--- src/rtl/ws2812_chain_driver.sv ---
// WS2812B chain driver: accepts NUM_LEDS {R,G,B} pixels over valid/ready, scales each channel
// by a frame-global brightness, reorders to G,R,B and serialises them MSB-first as NRZ pulses,
// followed by a latch low period.
module ws2812_chain_driver #(
    parameter int unsigned NUM_LEDS = 8,
    parameter int unsigned T0H      = 19,
    parameter int unsigned T1H      = 38,
    parameter int unsigned TBIT     = 60,
    parameter int unsigned TRESET   = 3840
) (
    input  logic        i_clk,
    input  logic        i_rst,
    input  logic        i_start,
    input  logic [7:0]  i_bright,
    input  logic [23:0] i_pix_data,
    input  logic        i_pix_valid,
    output logic        o_pix_ready,
    output logic        o_dout,
    output logic        o_busy,
    output logic        o_done,
    output logic        o_underrun
);

    localparam int unsigned CNT_MAX = (TBIT > TRESET) ? TBIT : TRESET;
    localparam int unsigned CW      = $clog2(CNT_MAX + 1);
    localparam int unsigned PW      = $clog2(NUM_LEDS + 1);

    localparam logic [CW-1:0] C_T0H_M1    = CW'(T0H - 1);
    localparam logic [CW-1:0] C_T1H_M1    = CW'(T1H - 1);
    localparam logic [CW-1:0] C_TBIT_M1   = CW'(TBIT - 1);
    localparam logic [CW-1:0] C_TRESET_M1 = CW'(TRESET - 1);
    localparam logic [CW-1:0] C_TRESET_M2 = CW'(TRESET - 2);
    localparam logic [PW-1:0] C_NUM       = PW'(NUM_LEDS);
    localparam logic [PW-1:0] C_LAST_PX   = PW'(NUM_LEDS - 1);
    // A one-cycle latch has its done pulse on the very first latch cycle.
    localparam logic          DONE_ON_ENTRY = (TRESET == 1);

    typedef enum logic [2:0] {
        StIdle,
        StFetch,
        StBitHi,
        StBitLo,
        StLatch
    } state_t;

    state_t         r_state;
    logic [7:0]     r_bright;
    logic [23:0]    r_hold;
    logic           r_hold_full;
    logic [23:0]    r_shift;
    logic [4:0]     r_bit_idx;
    logic [PW-1:0]  r_px_cnt;
    logic [PW-1:0]  r_acc_cnt;
    logic [CW-1:0]  r_cnt;
    logic           r_aborted;
    logic           r_dout;
    logic           r_busy;
    logic           r_done;
    logic           r_underrun;

    logic           w_pix_ready;
    logic           w_xfer;
    logic [23:0]    w_scaled;
    logic           w_hi_end;

    // c' = (c * (bright + 1)) >> 8, so 255 is identity and 0 blanks the channel.
    function automatic logic [7:0] scale(input logic [7:0] c, input logic [7:0] b);
        logic [15:0] prod;
        prod = {8'd0, c} * ({8'd0, b} + 16'd1);
        return prod[15:8];
    endfunction

    // Accept handshake, brightness scaling with GRB reorder, and end of the high phase.
    always_comb begin
        w_pix_ready = r_busy & ~r_hold_full & (r_acc_cnt < C_NUM) & ~r_aborted;
        w_xfer      = w_pix_ready & i_pix_valid;
        w_scaled    = {scale(i_pix_data[15:8], r_bright),
                       scale(i_pix_data[23:16], r_bright),
                       scale(i_pix_data[7:0], r_bright)};
        w_hi_end    = r_shift[23] ? (r_cnt == C_T1H_M1) : (r_cnt == C_T0H_M1);
    end

    // Frame FSM: holding register, bit timing, latch period and registered outputs.
    always_ff @(posedge i_clk) begin
        if (!i_rst) begin
            r_state     <= StIdle;
            r_bright    <= 8'd0;
            r_hold      <= 24'd0;
            r_hold_full <= 1'b0;
            r_shift     <= 24'd0;
            r_bit_idx   <= 5'd0;
            r_px_cnt    <= '0;
            r_acc_cnt   <= '0;
            r_cnt       <= '0;
            r_aborted   <= 1'b0;
            r_dout      <= 1'b0;
            r_busy      <= 1'b0;
            r_done      <= 1'b0;
            r_underrun  <= 1'b0;
        end else begin
            r_done     <= 1'b0;
            r_underrun <= 1'b0;
            if (w_xfer) begin
                r_hold      <= w_scaled;
                r_hold_full <= 1'b1;
                r_acc_cnt   <= r_acc_cnt + 1'b1;
            end
            case (r_state)
                StIdle: begin
                    if (i_start) begin
                        r_bright  <= i_bright;
                        r_px_cnt  <= '0;
                        r_acc_cnt <= '0;
                        r_aborted <= 1'b0;
                        r_busy    <= 1'b1;
                        r_cnt     <= '0;
                        r_state   <= StFetch;
                    end
                end
                StFetch: begin
                    // First pixel of a frame has no deadline.
                    if (r_hold_full) begin
                        r_shift     <= r_hold;
                        r_hold_full <= 1'b0;
                        r_bit_idx   <= 5'd23;
                        r_cnt       <= '0;
                        r_dout      <= 1'b1;
                        r_state     <= StBitHi;
                    end
                end
                StBitHi: begin
                    r_cnt <= r_cnt + 1'b1;
                    if (w_hi_end) begin
                        r_dout  <= 1'b0;
                        r_state <= StBitLo;
                    end
                end
                StBitLo: begin
                    if (r_cnt == C_TBIT_M1) begin
                        r_cnt <= '0;
                        if (r_bit_idx != 5'd0) begin
                            r_bit_idx <= r_bit_idx - 1'b1;
                            r_shift   <= {r_shift[22:0], 1'b0};
                            r_dout    <= 1'b1;
                            r_state   <= StBitHi;
                        end else if (r_px_cnt != C_LAST_PX) begin
                            if (r_hold_full) begin
                                r_shift     <= r_hold;
                                r_hold_full <= 1'b0;
                                r_bit_idx   <= 5'd23;
                                r_px_cnt    <= r_px_cnt + 1'b1;
                                r_dout      <= 1'b1;
                                r_state     <= StBitHi;
                            end else begin
                                r_underrun <= 1'b1;
                                r_aborted  <= 1'b1;
                                r_done     <= DONE_ON_ENTRY;
                                r_state    <= StLatch;
                            end
                        end else begin
                            r_done  <= DONE_ON_ENTRY;
                            r_state <= StLatch;
                        end
                    end else begin
                        r_cnt <= r_cnt + 1'b1;
                    end
                end
                StLatch: begin
                    if (r_cnt == C_TRESET_M1) begin
                        r_cnt   <= '0;
                        r_busy  <= 1'b0;
                        r_state <= StIdle;
                    end else begin
                        r_cnt <= r_cnt + 1'b1;
                        // Registered done lands on the final latch cycle.
                        if (!DONE_ON_ENTRY && (r_cnt == C_TRESET_M2)) begin
                            r_done <= 1'b1;
                        end
                    end
                end
                default: r_state <= StIdle;
            endcase
        end
    end

    assign o_pix_ready = w_pix_ready;
    assign o_dout      = r_dout;
    assign o_busy      = r_busy;
    assign o_done      = r_done;
    assign o_underrun  = r_underrun;

endmodule

--- config.mk ---
export PLATFORM = sky130hd
export DESIGN_NAME = ws2812_chain_driver
export DESIGN_NICKNAME = d
export VERILOG_FILES = /design/src/rtl/ws2812_chain_driver.sv
export SDC_FILE = /design/constraint.sdc
export NUM_CORES = 1
export LEC_CHECK = 0
export BUFFER_PORTS_ARGS = -buffer_cell sky130_fd_sc_hd__buf_2
export CAP_MARGIN = 20
export CORE_MARGIN = 4
export CORE_UTILIZATION = 45
export DETAILED_ROUTE_END_ITERATION = 6
export PLACE_DENSITY = 0.6
export SETUP_SLACK_MARGIN = 0.3
export SLEW_MARGIN = 10
export SYNTH_ARGS = -nofsm -noshare
export SYNTH_HDL_FRONTEND = slang
export SYNTH_SLANG_ARGS = --single-unit
--- constraint.sdc ---
create_clock -name i_clk -period 5.5 [get_ports i_clk]
set_input_delay 0.825 -clock i_clk [delete_from_list [all_inputs] [get_ports i_clk]]
set_output_delay 0.825 -clock i_clk [all_outputs]
set_load 0.02 [all_outputs]
Yosys cells after proc, flatten, opt, wreduce, memory -nomap -nowiden
Index checks and enable logic that the tools add are counted.
Widths: inputs -> output; s select.
Storage, ports and cells
  register bits: 90
  input bits: 36
  output and inout port bits: 5
  word-level logic and storage cells: 128
Cells by class
  $add $sub $neg: 5
  multipliers: 3
  magnitude comparators: 1
  eq/ne operators: 20
  muxes and demuxes: 57
  bitwise logic cells: 11
  reduce and logical (&&, ||, !) cells: 17
Operators with widths (number)
  $mux 24: 4
  $pmux 12 s5: 1
  $mux 12: 4
  $pmux 24 s2: 1
  $mul 8x16->16: 2
  $mux 4: 8
  $eq 12x12->1 const B: 2
  $eq 12x6->1 const B: 2
  $mux 3: 8
  $mux 1: 20
  $mux 5: 4
  $ne 2x2->1 const B: 9
  $mul 8x9->16: 1
  $pmux 3 s5: 1
  $add 12x1->12 const B: 1
  $eq 12x5->1 const B: 1
  $reduce_and 6->1: 2
  $pmux 5 s2: 1
  $reduce_bool 5->1: 2
  $add 8x1->9 const B: 1
  $reduce_and 3->1: 3
  $add 4x1->4 const B: 2
  $pmux 4 s2: 1
  $not 1->1: 7
  other kinds (18): 26

Longest topological paths before layout
  word-level depth: 11
  gate-level depth with buffers: 21
  depth with buffers taken out: 20

Least setup slack after synthesis
No wires, ideal clock.
  path kind: register to register
  start: register r_bright[0]
  end: register r_hold[15]
  setup time: 0.117 ns
  arrival time: 5.060 ns
  required time: 5.383 ns
  slack: 0.322 ns
  stages on the path, launching flop included: 19
  buffers on the path: 1
  period minus slack after synthesis: 5.178 ns
  cells stage by stage: dfxtp_1 -> ha_1 -> nand2_1 -> nor3_1 -> clkbuf_1 -> and2_1 -> fa_1 -> fa_1 -> fa_1 -> inv_1 -> fa_1 -> inv_1 -> ha_1 -> a21oi_1 -> o21ai_0 -> or3b_2 -> o211ai_1 -> nand3_1 -> a32o_1
On the way
  word-level cells in the longest chain between the ends: 2
RTL lines
  start, declared: RTL line 47  | logic [7:0] r_bright;
  start signal, assigned: RTL line 111  | r_bright <= i_bright;
  $add 8x1->9: RTL line 69  | prod = {8'd0, c} * ({8'd0, b} + 16'd1);
  $mul 8x16->16: RTL line 69
  end signal, assigned: RTL line 104  | r_hold <= w_scaled;
  end, declared: RTL line 48  | logic [23:0] r_hold;
Every way passes these cells.
A chain may end at the register's enable or synchronous reset.

Worst setup path after layout
  start: register r_bright[0]
  end: register r_hold[22]
The elaborated chain is that of the path after synthesis.

==> metrics.txt <==
Clock Path Buffers=2; Worst path max stage delay=0.54 ns; first-pass GRT wire length=43000 um; Crit. End Element=register; register area share after synthesis=17.03%; max_cap viols=0; P per Cell Area=278.1 nW/um2; hold path depth=2; ANT nets after route=0; worst slew pin tran=0.9618 ns; WP data arrival=5.27 ns; Via density=5.322; met1 Track Usage GR=28.39%; M2 GR Usage=32.67%; Yosys cell types=74; most common cell after layout, fill and taps aside=inv_1; Starting Density=46.30%; DR pass1 iterations=5; synthesized area=10580 um2; setup_tns=0 ns; GPL Wtd Cong=0.8378; reg-to-reg slack, setup=0.46 ns; num rows=55; pre-CTS setup slack=0.07962 ns; Worst-Skew Late Latency=0.34 ns; fin crit period=5.040 ns; # diodes=0; status=complete, no violations; H-tree levels=3; Post-synth EDFFs=0; share of cells above drive strength 1=13.71%; delay-heaviest family, CP=adder cells; PnR Total Power=3.294 mW; max-slew violations=0; R2R depth=20; Tcrit/Tclk final=91.64%; beginning of the worst register-to-register path=r_bright[0]$_SDFFE_PN0P_; #FFs+latches synth=90; Port-buffer cells=40; buffers and inverters on the worst path=4; clk slew on worst S/H paths=0.06 ns; leakage=5.519 nW; GRT busiest layer=met2; die area=26020 um2; fin nets=1523; largest net degree at the start of global routing=49; proportion of netlist area held by the largest area contributor=22.71%; chip height=161.3 um; highest ir drop seen on vdd=243.5 uV; Rel. slew slack=35.88%; maximum clock frequency=198.4 MHz; yosys warns=0; area grow syn2layout=11.96%; slowest CP cell=fa_1; GRT Overall Usage=19.77%; DR iter-0 viols=332; Synth area leader=fa_1; Crit Path Max Fanout=7; initial antenna violation count=0; met3 GRT Util=1.786%; Worst Skew=0.008041 ns; vias in the first global route=8558; Fin. Hold Viols=0; Gate Count Post-Synth=1225; Core Area=22850 um2; cell with the most instances on the worst path=fa_1; Synth area leaders=fa_1 23%, dfxtp_1 17%, ha_1 12%, and2_1 8.8%, inv_1 5.8%; R2R Path End=r_hold[22]$_SDFFE_PN0P_; Worst Hold Endpoint=r_hold[17]$_SDFFE_PN0P_; Final WS setup=0.4598 ns; Post-synth ARST share=0%; most frequent cells in the layout=163 x inv_1, 143 x and2_1, 120 x fa_1, 107 x nand2_1, 94 x ha_1; DR WL/cell=16.08 um; clk sinks=90; Hold Startpoint=r_hold[17]$_SDFFE_PN0P_; CTS buffer count=9; RSZ-0062 raised after global routing=yes; Die X=161.3 um; # setup viols final=0; hpwl dp=18860 um; total gr overflow=0; IO Pins=41; Hold Path Class=reg -> reg; Crit Path Class=reg -> reg; top_reg_cell synth=dfxtp_1; Synth Area per Inst=8.635 um2; worst path cell trace=ha_4 -> nand2_2 -> nor2_4 -> xor2_4 -> buf_6 -> buf_4 -> and2_1 -> fa_1 -> fa_1 -> fa_1 -> inv_1 -> fa_1 -> inv_1 -> ha_1 -> a21o_1 -> a21oi_1 -> a21bo_2 -> a21oi_2 -> nor3_1 -> a221o_1; Clock Tree Root=clkbuf_16; DR vias=8420; DRC=0; hold buffers post-CTS=0; CP Data Required Time=5.73 ns; CTS tree=built; syn nets=1483; crit start category=register; Routed WL=25450 um
==> per-stage QoR <==
stage | area (um2) | hold slack [ns] | cells | util, %
2_1_floorplan | 10580 | 0.4183 | 1225 | -
3_3_place_gp | 11140 | 0.4369 | 1547 | 48.76
3_5_place_dp | 11140 | 0.4383 | 1548 | 48.78
4_1_cts | 11490 | 0.4569 | 1564 | 50.28
5_1_grt | 11840 | 0.4764 | 1582 | 51.83
6_report | 11840 | 0.4525 | 1582 | 51.83
==> kinds of logic after synthesis <==
| family | after synthesis | synth area share [%] |
|---|---|---|
| xor+xnor | 30 | 2.484 |
| flops | 90 | 17.03 |
| buf+inv | 217 | 7.961 |
| fa+ha+maj | 222 | 34.78 |
| simple gates | 461 | 23.40 |
| compound gates | 203 | 14.16 |
| mux | 2 | 0.1893 |
==> cells in the mapped netlist, types with 10 or more instances <==
cell        n
o211ai_1   10
xor2_1     11
dfxtp_1    90
nand3_1    26
nor2_1     66
or3_1      26
nand2_1   108
ha_1      102
fa_1      120
nand4_1    13
nor3_1     13
nor2b_1    21
xnor2_1    19
a21oi_1    49
clkbuf_1   44
o21ai_0    43
and2_1    148
a211oi_2   19
inv_1     164
==> tightest hold or removal path: stages, from the launching register on <==
cell and delay, ns:
dfxtp_1 0.31, nand2_1 0.05, a21oi_1 0.05
==> sequential cells by signal, summed over array words and instances, names as in the netlist <==
signal and cells:
r_hold 24, r_shift 24, r_cnt 12, r_bright 8, r_bit_idx 5, r_acc_cnt 4, r_px_cnt 4, r_state 3
o_busy 1, o_done 1, o_dout 1, o_underrun 1, r_aborted 1, r_hold_full 1
==> power breakdown <==
part	total (mW)	switching [mW]	internal, mW	leakage (nW)
sequential	0.775	0.0642	0.711	0.731
clock	0.599	0.247	0.352	0.147
combinational	1.92	1.12	0.796	4.64
==> final cells by class <==
type | count | area, um2
fillers | 2191 | 11000
clock inverters | 2 | 10.01
inverters | 164 | 615.6
well taps | 313 | 391.6
clock buffers | 13 | 280.3
flip-flops and latches | 90 | 1812
multi-input cells | 918 | 8158
repair buffers | 82 | 575.6
==> worst max path at each step <==
stage                                  start                      end  slack [ns]  cells after the start
floorplan           r_bright[0]$_SDFFE_PN0P_  r_hold[15]$_SDFFE_PN0P_        0.32                     18
global route        r_bright[0]$_SDFFE_PN0P_  r_hold[22]$_SDFFE_PN0P_        0.25                     20
finish              r_bright[0]$_SDFFE_PN0P_  r_hold[22]$_SDFFE_PN0P_        0.46                     20
global placement    r_bright[2]$_SDFFE_PN0P_  r_hold[15]$_SDFFE_PN0P_        0.17                     18
detailed placement  r_bright[1]$_SDFFE_PN0P_  r_hold[15]$_SDFFE_PN0P_        0.08                     18
CTS                 r_bright[1]$_SDFFE_PN0P_   r_hold[7]$_SDFFE_PN0P_        0.27                     19
==> routing by layer <==
metal,vias to the layer above,wire length (um)
met3,18,823
met5,-,0
li1,4149,-
met1,4114,12550
met4,0,273
met2,139,11800
==> what timing repair did <==
action                                  CTS  global route
setup buffers                             1            14
resized for setup                        12            42
pin swaps                                 3            24
cloned                                    0             3
endpoints found under the setup margin    7            15
(Power assumes the default switching activity.)
